### src/rtl/xlr8_text_render.sv
// Text-mode renderer: 640x480 timing, char/attr fetch over RAM port B, font lookup, CGA colour.
// Syncs, DE and RGB trail the internal h/v counters by exactly three pix_en ticks.
module xlr8_text_render #(
  parameter int H_ACTIVE = 640,
  parameter int H_FP     = 16,
  parameter int H_SYNC   = 96,
  parameter int H_BP     = 48,
  parameter int V_ACTIVE = 480,
  parameter int V_FP     = 10,
  parameter int V_SYNC   = 2,
  parameter int V_BP     = 33,
  parameter int COLS     = 80,
  parameter int ROWS     = 30
) (
  input  logic        clk_pixel,
  input  logic        rst,
  input  logic        pix_en,
  input  logic [7:0]  row_offset,
  output logic [12:0] ram_address,
  output logic        ram_re,
  input  logic [7:0]  ram_char_data,
  input  logic [7:0]  ram_attr_data,
  output logic [11:0] font_address,
  output logic        font_re,
  input  logic [7:0]  font_data,
  output logic [7:0]  red,
  output logic [7:0]  green,
  output logic [7:0]  blue,
  output logic        hsync,
  output logic        vsync,
  output logic        de,
  output logic        frame_start
);

  localparam logic [9:0]  H_TOT  = 10'(H_ACTIVE + H_FP + H_SYNC + H_BP);
  localparam logic [9:0]  H_ACT  = 10'(H_ACTIVE);
  localparam logic [9:0]  HS_BEG = 10'(H_ACTIVE + H_FP);
  localparam logic [9:0]  HS_END = 10'(H_ACTIVE + H_FP + H_SYNC);
  localparam logic [9:0]  V_TOT  = 10'(V_ACTIVE + V_FP + V_SYNC + V_BP);
  localparam logic [9:0]  V_ACT  = 10'(V_ACTIVE);
  localparam logic [9:0]  VS_BEG = 10'(V_ACTIVE + V_FP);
  localparam logic [9:0]  VS_END = 10'(V_ACTIVE + V_FP + V_SYNC);
  localparam logic [5:0]  ROWS_W = 6'(ROWS);
  localparam logic [7:0]  ROWS_B = 8'(ROWS);
  localparam logic [12:0] COLS_W = 13'(COLS);

  logic [9:0]  h_q, h_d, v_q, v_d;
  logic [4:0]  off_q, off_samp, off_eff;
  logic [5:0]  frame_cnt_q;
  logic        fetch1_q;
  logic [3:0]  vrow1_q;
  logic [7:0]  attr1_q;
  logic        de1_q, hs1_q, vs1_q, de2_q, hs2_q, vs2_q;
  logic [2:0]  hx1_q, hx2_q;
  logic [7:0]  glyph_q, attr2_q;
  logic        de_q, hsync_q, vsync_q;
  logic [23:0] rgb_q;

  logic        h_last, v_last, fs_pos, de_int, hs_int, vs_int, t0;
  logic [5:0]  row_sum, mem_row;
  logic [12:0] addr_calc;
  logic [7:0]  cur_glyph, cur_attr;
  logic        pix_on;
  logic [3:0]  pix_idx;
  logic [23:0] pix_rgb;

  function automatic logic [23:0] cga(input logic [3:0] idx);
    logic [7:0] hi, r, g, b;
    hi = idx[3] ? 8'h55 : 8'h00;
    r  = (idx[2] ? 8'hAA : 8'h00) + hi;
    g  = (idx == 4'd6) ? 8'h55 : (idx[1] ? 8'hAA : 8'h00) + hi;
    b  = (idx[0] ? 8'hAA : 8'h00) + hi;
    return {r, g, b};
  endfunction

  always_comb begin
    h_last    = (h_q == H_TOT - 10'd1);
    v_last    = (v_q == V_TOT - 10'd1);
    h_d       = h_last ? 10'd0 : h_q + 10'd1;
    v_d       = h_last ? (v_last ? 10'd0 : v_q + 10'd1) : v_q;
    fs_pos    = (h_q == 10'd0) && (v_q == 10'd0);
    de_int    = (h_q < H_ACT) && (v_q < V_ACT);
    hs_int    = !((h_q >= HS_BEG) && (h_q < HS_END));
    vs_int    = !((v_q >= VS_BEG) && (v_q < VS_END));
    t0        = de_int && (h_q[2:0] == 3'd0);
    // The frame-start tick already fetches, so it must see the freshly sampled offset.
    off_samp  = (row_offset < ROWS_B) ? row_offset[4:0] : 5'd0;
    off_eff   = fs_pos ? off_samp : off_q;
    row_sum   = {1'b0, v_q[8:4]} + {1'b0, off_eff};
    mem_row   = (row_sum >= ROWS_W) ? row_sum - ROWS_W : row_sum;
    addr_calc = 13'(mem_row) * COLS_W + 13'(h_q[9:3]);
    // First pixel of a cell takes glyph/attr straight from the fetch path.
    cur_glyph = (hx2_q == 3'd0) ? font_data : glyph_q;
    cur_attr  = (hx2_q == 3'd0) ? attr1_q : attr2_q;
    pix_on    = cur_glyph[3'd7 - hx2_q] && !(cur_attr[7] && frame_cnt_q[5]);
    pix_idx   = pix_on ? cur_attr[3:0] : {1'b0, cur_attr[6:4]};
    pix_rgb   = cga(pix_idx);
  end

  assign ram_re       = pix_en && !rst && t0;
  assign ram_address  = ram_re ? addr_calc : 13'd0;
  assign font_re      = pix_en && !rst && fetch1_q;
  assign font_address = font_re ? {ram_char_data, vrow1_q} : 12'd0;
  assign frame_start  = pix_en && !rst && fs_pos;

  assign de    = de_q;
  assign hsync = hsync_q;
  assign vsync = vsync_q;
  assign red   = rgb_q[23:16];
  assign green = rgb_q[15:8];
  assign blue  = rgb_q[7:0];

  always_ff @(posedge clk_pixel) begin
    if (rst) begin
      h_q         <= 10'd0;
      v_q         <= 10'd0;
      off_q       <= 5'd0;
      frame_cnt_q <= 6'd0;
      fetch1_q    <= 1'b0;
      vrow1_q     <= 4'd0;
      attr1_q     <= 8'd0;
      de1_q       <= 1'b0;
      hs1_q       <= 1'b1;
      vs1_q       <= 1'b1;
      hx1_q       <= 3'd0;
      de2_q       <= 1'b0;
      hs2_q       <= 1'b1;
      vs2_q       <= 1'b1;
      hx2_q       <= 3'd0;
      glyph_q     <= 8'd0;
      attr2_q     <= 8'd0;
      de_q        <= 1'b0;
      hsync_q     <= 1'b1;
      vsync_q     <= 1'b1;
      rgb_q       <= 24'd0;
    end else if (pix_en) begin
      h_q <= h_d;
      v_q <= v_d;
      if (fs_pos) off_q <= off_samp;
      // Counting on the last tick of a frame keeps frame 0 after reset at count 0.
      if (h_last && v_last) frame_cnt_q <= frame_cnt_q + 6'd1;
      fetch1_q <= t0;
      vrow1_q  <= v_q[3:0];
      if (fetch1_q) attr1_q <= ram_attr_data;
      de1_q <= de_int;
      hs1_q <= hs_int;
      vs1_q <= vs_int;
      hx1_q <= h_q[2:0];
      de2_q <= de1_q;
      hs2_q <= hs1_q;
      vs2_q <= vs1_q;
      hx2_q <= hx1_q;
      if (de2_q && hx2_q == 3'd0) begin
        glyph_q <= font_data;
        attr2_q <= attr1_q;
      end
      de_q    <= de2_q;
      hsync_q <= hs2_q;
      vsync_q <= vs2_q;
      rgb_q   <= de2_q ? pix_rgb : 24'd0;
    end
  end

endmodule

### config.mk
export PLATFORM = sky130hd
export DESIGN_NAME = xlr8_text_render
export DESIGN_NICKNAME = d
export VERILOG_FILES = /design/src/rtl/xlr8_text_render.sv
export SDC_FILE = /design/constraint.sdc
export NUM_CORES = 1
export LEC_CHECK = 0
export CAP_MARGIN = 30
export CORE_ASPECT_RATIO = 1.75
export CORE_UTILIZATION = 47
export CTS_BUF_LIST = sky130_fd_sc_hd__clkbuf_16
export CTS_CLUSTER_DIAMETER = 50
export DETAILED_ROUTE_END_ITERATION = 8
export GPL_ROUTABILITY_DRIVEN = 0
export PLACE_DENSITY = 0.79
export RECOVER_POWER = 100
export SETUP_SLACK_MARGIN = 0.2
export SLEW_MARGIN = 5
export SYNTH_ARGS = -nofsm -noshare
export SYNTH_HDL_FRONTEND = slang
export SYNTH_SLANG_ARGS = --single-unit
export TNS_END_PERCENT = 20
### constraint.sdc
create_clock -name clk_pixel -period 6.27 [get_ports clk_pixel]
set_clock_uncertainty 0.1 [all_clocks]
set_input_delay 0.9405 -clock clk_pixel [delete_from_list [all_inputs] [get_ports clk_pixel]]
set_output_delay 0.9405 -clock clk_pixel [all_outputs]
set_load 0.03 [all_outputs]
==> results of run 1 <==
[worst min-delay path by stage]
stage                                  from                 endpoint  slack [ns]  cells past startpoint
floorplan                hs2_q$_SDFFE_PP1P_       hsync$_SDFFE_PP1P_        0.33                      1
global placement         vs2_q$_SDFFE_PP1P_       vsync$_SDFFE_PP1P_        0.34                      1
detailed placement  glyph_q[0]$_SDFFE_PP0P_  glyph_q[0]$_SDFFE_PP0P_        0.35                      2
CTS                 glyph_q[2]$_SDFFE_PP0P_  glyph_q[2]$_SDFFE_PP0P_        0.35                      2
global route        glyph_q[6]$_SDFFE_PP0P_  glyph_q[6]$_SDFFE_PP0P_        0.38                      2
finish              glyph_q[2]$_SDFFE_PP0P_  glyph_q[2]$_SDFFE_PP0P_        0.36                      2
[per-layer routing]
metal	track usage, %	vias up	part of all wire, %
met5	0	-	0
met4	13.6	0	3.3
met3	6.13	32	3.2
met2	43.2	110	56
met1	24.1	1920	38
li1	-	1997	-
[worst max-delay path, cell delays in order (launching register included)]
cell and delay [ns]:
dfxtp_1 0.33, inv_2 0.09, ha_4 0.13, nor2b_4 0.15
nand3_2 0.09, or3_4 0.41, nand2_4 0.10, nand2_4 0.06
ha_4 0.16, fa_2 0.37, a21o_1 0.18, a21oi_2 0.18
xnor2_2 0.13, nand4_1 0.20, a21boi_2 0.22, xor2_1 0.17
ha_1 0.26, ha_2 0.20, fa_2 0.37, xor2_2 0.22
o2111ai_4 0.21, nor2b_1 0.15, a21oi_1 0.11, a211oi_2 0.23
buf_4 0.20
[timing repair]
item	in CTS	in global routing
endpoints found under the setup margin	7	7
setup buffers	5	4
pin swaps	27	29
endpoints found under the hold margin	0	0
resized for setup	42	32
[final cells by class]
cell class	instances	area [µm²]	area share (%)
multi-input combinational	391	2850	46.5
sequential	79	1590	26.0
timing repair buffer	125	1140	18.7
clock buffer	9	225	3.68
tap	120	150	2.45
clock inverter	7	119	1.94
inverter	12	47.5	0.776
[flip-flops by register name, indices dropped and copies added (netlist names)]
register	count
attr2_q	8
attr1_q	8
hsync	1
frame_cnt_q	6
glyph_q	7
fetch1_q	1
rgb_q	5
hs1_q	1
de	1
vs2_q	1
hx2_q	3
de2_q	1
hx1_q	3
vsync	1
vs1_q	1
v_q	10
off_q	5
h_q	10
de1_q	1
hs2_q	1
vrow1_q	4
[power groups by stage]
stage	Clock, mW	Combinational [mW]	Sequential [mW]
2_1_floorplan	0	0.0856	0.532
3_3_place_gp	0	0.140	0.533
3_5_place_dp	0	0.144	0.534
4_1_cts	0.612	0.154	0.523
5_1_grt	0.633	0.183	0.525
6_report	0.607	0.169	0.524
[cells by family after synthesis]
| logic type | count (synthesis) |
|---|---|
| and+or+nand+nor | 234 |
| muxes | 27 |
| AOI/OAI and AO/OA | 73 |
| xor gates and xnor gates | 33 |
| buffers and inverters | 55 |
| DFF | 79 |
| adders and majority gates | 24 |
[layout by cell type (no fill, tap or decap), types with 14 or more instances in the layout]
| master | n |
|---|---|
| a21oi_1 | 31 |
| and2_1 | 18 |
| buf_4 | 39 |
| clkdlybuf4s50_1 | 73 |
| dfxtp_1 | 74 |
| ha_1 | 17 |
| mux2i_1 | 18 |
| nand2_1 | 68 |
| nand3_1 | 19 |
| nor2_1 | 53 |
| nor3_1 | 14 |
| xor2_1 | 21 |
==> summary.md, run 1 <==
| Metric | Value |
|---|---|
| Clock Sink Count | 79 |
| Layout cells sized above 1 | 18.5% |
| Slew headroom | approximately half |
| Most used flip-flop cell after synthesis | dfxtp_1 |
| RSZ-0062 raised after global routing | yes |
| Max-Cap Viols | 0 |
| Row Count | 46 |
| Total power | about 1.3 mW |
| Final wirelength | about 12000 µm |
| Flop pwr share | between 40% and 50% |
| Crit path kind | reg -> out |
| Ports | 90 |
| HPWL after detailed placement | 7660 µm |
| Reg2Reg Setup Slack | between 3 and 4 ns |
| Lkg Pwr | 2.53 nW |
| Die area | about 9900 µm² |
| Syn. warnings | 0 |
| Fillers | 711 |
| Vias | 4059 |
| Core Util, Final | 66.9% |
| FF-to-FF End | v_q[8]$_SDFFE_PP0P_ |
| Area leader, netlist | dfxtp_1 |
| Clock period minus worst slack | around 6.3 ns |
| 1st-iter DRT viols | 210 |
| Most common cell in the netlist | dfxtp_1 |
| Maximum clock rate | about 0.16 GHz |
| Switch Pwr | between 0.3 and 0.4 mW |
| # H-tree levels | 3 |
| Setup ws final | -0.0279 ns |
| HP Class | reg -> reg |
| CP required | between 5 and 6 ns |
| Leading post-synthesis cells by cell area | dfxtp_1, nand2_1, ha_1 |
| Avg WL per Cell | approximately 16 µm |
| Worst path arrival time | 5.26 ns |
| Compound-Gate Fraction of Synth Area | a little over a tenth |
| Ys async rst share | 0% |
| Final ANT Viol Nets | 0 |
| Worst skew pair latency | 0.34 ns |
| Vias in the first global route | between 3000 and 4000 |
| Die W | roughly 76 µm |
| DP Area | 5470 µm² |
| ANT cells | 0 |
| Max-slew violations | 0 |
| CTS tree | yes |
| Violated checks | setup timing |
| Hold Buf Count CTS | 0 |
| Pre-CTS setup slack | -0.362 ns |
| Worst Max-Slew Pin Slew | around 0.75 ns |
| Worst R2R Path Depth | 8 |
| Synth cell types | between 50 and 60 |
| Simple-gate share of the synthesized area | between 20% and 30% |
| P&R area growth vs syn | 37.2% |
| CTS max path bufs | 2 |
| Vert. Die Dim | between 100 and 150 µm |
| TritonRoute pass-1 iters | 4 |
| Port Buf Inserts | 89 |
| Combinational power share | roughly an eighth |
| CTS Buf Count | 9 |
| Setup Viol. Count Final | 1 |
| Root buf cell | clkbuf_16 |
| Adder-Cell Fraction of Synth Area | under 10% |
| Internal power | 0.984 mW |
| Placed cell count | slightly above 700 |
| Crit path to | ram_address[12] |
| Peak fanout along the critical path | 4 |
| Final Net Count | roughly 680 |
| Outcome | complete, but fails checks |
| Mapped Nets | between 500 and 600 |
| Syn_area_per_cell | ~8.5 µm² |
| Initial Util | about half |
| CP startpoint | h_q[0]$_SDFFE_PP0P_ |
| Initial antenna violation count | 0 |
| Fin cells | around 740 |
| Pin count of the biggest net entering global routing | 44 |
| Design Area, Final | 6120 µm² |
| Post-synthesis mux area share | 7.40% |
| Synthesized instance count | 525 |
| DR DRC count | 0 |
| WHS | approximately 0.36 ns |
| Sequential element share of the synthesized area | between 30% and 40% |
| First-pass GRT wire length | ~18000 µm |
| Post-route setup TNS | -0.0279 ns |
| CTS clk-pin slew, worst paths | ~0.06 ns |
| Clock group share of total power | 46.7% |
| All-Layer GR Usage | 23.9% |
| Post-synth EDFFs | 0 |
| Hold Vio Cnt, Final | 0 |
| Period utilisation layout | 100% |
| Remaining global-route overflow | 0 |
| Maximum vdd drop | approximately 0.21 mV |
| CP Launch Type | register |
| Largest family of logic cells by synthesized area | simple AND/OR/NAND/NOR gates |
| FF+latch count, synth | between 70 and 80 |
| Core footprint | between 9000 and 10000 µm² |
| Switching part of the total power | 24.3% |
| Xor/xnor share of the synthesized area | just under 7% |
| CP endpoint kind | output port |
| Via density | 5.46 |
| Reg2reg start | h_q[0]$_SDFFE_PP0P_ |
| Pwr dens | about 210 nW/µm² |
| Mapped cell area | 4460 µm² |
| Post-synth top cells | dfxtp_1, nand2_1, nor2_1, a21oi_1, xor2_1 |
| Post-synth top area share | ~35% |
No activity file was read; power rests on OpenSTA's default activity.
==> inputs of run 2 (changes only) <==
ABC_AREA = 1   (was default)
PLACE_DENSITY = 0.78   (was 0.79)
SLEW_MARGIN = 40   (was 5)
==> run 2 against run 1 <==
  * The flow finishes with violations (capacitance limit, slew limit)
  * Fmax up 4.2%
  * Clock-buffer cell count unchanged
  * First-iteration DRC count down 1.9%
  * Sequential power up 1%
  * Combinational power up 23%
  * Sequential cell count unchanged
  * Critical endpoint is now ram_address[10]
  * Sequential share of layout area down 0.43 points
  * Routed wire length up 11%
  * Largest power group is now sequential cells
  * Cell area up 1.4%
  * Synthesized cell count up 29%
==> summary.md, run 2 <==
| Metric | Value |
|---|---|
| Vias in the first global route | 4782 (+21%) |
| Worst skew pair latency | 0.34 ns (about the same) |
| Worst Max-Slew Pin Slew | 1.85 ns (+1.11 ns) |
| Leading cell types in the layout, fill and taps excluded | nand2_1, inv_1, nor2_1 |
| CP endpoint kind | output port |
| FF+latch count, synth | 79 (unchanged) |
| CTS Buf Count | 9 (unchanged) |
| CTS tree | yes |
| Leading post-synthesis cells by cell area | dfxtp_1, nand2_1, inv_1 |
| Maximum vdd drop | 0.149 mV (-30%) |
| Final wirelength | 12900 µm (+11%) |
| Most used flip-flop cell after synthesis | dfxtp_1 |
| Violated checks | capacitance limit, slew limit |
| Remaining global-route overflow | 0 (unchanged) |
| Most common cell in the netlist | nand2_1 |
| Row Count | 47 (+2.2%) |
| CTS clk-pin slew, worst paths | 0.06 ns (about the same) |
| Sequential element share of the synthesized area | 34.2% (-1.2 points) |
| Vias | 4781 (+18%) |
| HPWL after detailed placement | 8810 µm (+15%) |
| DP Area | 5500 µm² (+0.59%) |
| Syn. warnings | 0 (unchanged) |
| Post-synth top cells | nand2_1, inv_1, nor2_1, dfxtp_1, a21oi_1 |
| Crit path kind | in -> out |
| Syn_area_per_cell | 6.82 µm² (-20%) |
| P&R area growth vs syn | 34.4% |
| Synthesized instance count | 678 (+29%) |
| Area leader, netlist | dfxtp_1 |
| Peak fanout along the critical path | 5 (+1) |
| Pin count of the biggest net entering global routing | 39 (-11%) |
| CTS max path bufs | 2 (unchanged) |
| Root buf cell | clkbuf_16 |
| Layout cells sized above 1 | 17.5% (-0.92 points) |
| Avg WL per Cell | 14.3 µm (-9.0%) |
| Post-route setup TNS | 0 ns (+0.0279 ns) |
| All-Layer GR Usage | 26.0% (+2.1 points) |
| Hold Vio Cnt, Final | 0 (unchanged) |
| Clock Sink Count | 79 (unchanged) |
| Vert. Die Dim | 133 µm (+1.7%) |
| Outcome | complete, but fails checks |
| Initial Util | 48.5% (-0.28 points) |
| DR DRC count | 0 (unchanged) |
| Design Area, Final | 6210 µm² (+1.4%) |
| 1st-iter DRT viols | 206 (-1.9%) |
| Max-Cap Viols | 2 (+2) |
| Setup Viol. Count Final | 0 (-1) |
| Commonest non-fill, non-tap cell in the layout | nand2_1 |
| Die area | 10200 µm² (+3.4%) |
| First-pass GRT wire length | 21100 µm (+18%) |
| Post-synth top area share | 34.2% (-1.2 points) |
| Die W | 77.0 µm (+1.7%) |
| Initial antenna violation count | 0 (unchanged) |
| Ports | 90 (unchanged) |
| Core footprint | 9530 µm² (+4.1%) |
| Post-synth EDFFs | 0 (unchanged) |
| CP Launch Type | input pin |
| Via density | 5.29 (-3.1%) |
| Hold Buf Count CTS | 0 (unchanged) |
| Worst path arrival time | 5.00 ns (-0.26 ns) |
| Final ANT Viol Nets | 0 (unchanged) |
| CP required | 5.23 ns (about the same) |
| Mapped Nets | 737 (+26%) |
| Synth cell types | 39 (-28%) |
| # H-tree levels | 3 (unchanged) |
| HP Class | reg -> reg |
| Clock period minus worst slack | 6.04 ns (-0.255 ns) |
| ANT cells | 0 (unchanged) |
| Pwr dens | 203 nW/µm² (-4.6%) |
| Core Util, Final | 65.2% (-1.7 points) |
| Port Buf Inserts | 89 (unchanged) |
| Mapped cell area | 4620 µm² (+3.5%) |
| Slew headroom | -23.4% (-73 points) |
| Maximum clock rate | 0.165 GHz (+4.2%) |
| RSZ-0062 raised after global routing | yes |
| Max-slew violations | 77 (+77) |
| Final Net Count | 835 (+23%) |
| Lkg Pwr | 2.78 nW (+9.9%) |
| Top flop regs | h_q: 10 flops, v_q: 10 flops |
| Period utilisation layout | 96.4% (-4.1 points) |
| Ys async rst share | 0% (unchanged) |
| TritonRoute pass-1 iters | 4 (unchanged) |
run 2: cells by family (layout without fill, tap and decap cells):
family / Yosys count / count (layout) / share of synthesized area [%]
and+or+nand+nor: 309 / 309 / 29.9
muxes: 1 / 1 / 0.244
xor gates and xnor gates: 11 / 11 / 2.41
AOI/OAI and AO/OA: 120 / 120 / 13.7
buffers and inverters: 134 / 237 / 12.5
adders and majority gates: 24 / 24 / 6.99
DFF: 79 / 79 / 34.2
run 2: worst paths after layout:
| path | cells past startpoint | end | slack (ns) | startpoint |
|---|---|---|---|---|
| max | 25 | ram_address[10] | 0.23 | row_offset[4] |
| min | 2 | hs2_q$_SDFFE_PP1P_ | 0.36 | hs2_q$_SDFFE_PP1P_ |
| max reg2reg | 6 | glyph_q[3]$_SDFFE_PP0P_ | 3.99 | hx2_q[2]$_SDFFE_PP0P_ |
| min reg2reg | 2 | hs2_q$_SDFFE_PP1P_ | 0.36 | hs2_q$_SDFFE_PP1P_ |
run 2: area by class of cell:
type,instances,area (µm²)
Clock buffer,9,225
Clock inverter,7,72.6
Fill cell,792,3310
Inverter,94,353
Multi-Input combinational cell,465,2660
Sequential cell,79,1590
Tap cell,122,153
Timing Repair Buffer,127,1160
run 2: worst max-delay path, cell delays in order:
cell	delay, ns
buf_6	0.10
nand2_2	0.07
nor2_2	0.04
nor4_2	0.21
buf_4	0.17
nand2_2	0.05
o21ai_2	0.19
ha_2	0.22
fa_2	0.23
xor2_1	0.24
nand2_2	0.10
nor2_4	0.13
nand2_2	0.08
nand2_4	0.13
nand2_4	0.07
xor2_2	0.17
ha_1	0.33
ha_4	0.18
fa_2	0.57
inv_2	0.06
nor2_2	0.12
buf_4	0.12
a21oi_1	0.06
nor3_1	0.19
clkbuf_2	0.24
run 2: routing by layer:
layer / global-route usage [%] / vias to the layer above / share of wire (%)
met1: 23.6 / 2196 / 35
met5: 0 / - / 0
li1: - / 2369 / -
met3: 5.75 / 59 / 4.0
met4: 16.8 / 0 / 5.6
met2: 50.2 / 157 / 56
run 2: report_power, final:
group          switching, mW  internal, mW  total, mW
clock network          0.213         0.309      0.521
logic                  0.123        0.0850      0.208
registers            0.00977         0.519      0.529
total                  0.346         0.913       1.26
run 2: stage by stage:
stage	instances	total power, mW	setup slack, ns	hold WS [ns]
2_1_floorplan	678	0.653	0.245	0.329
3_3_place_gp	860	0.712	0.0365	0.339
3_5_place_dp	860	0.718	-0.207	0.345
4_1_cts	892	1.25	0.260	0.361
5_1_grt	903	1.31	0.00269	0.374
6_report	903	1.26	0.227	0.359
run 2: timing repair:
item                                    4_1_cts  5_1_grt
endpoints found under the hold margin         0        0
cloned                                        0        1
resized for setup                            49       41
pin swaps                                    24       26
buffers inserted                             16       10
endpoints found under the setup margin        6        4
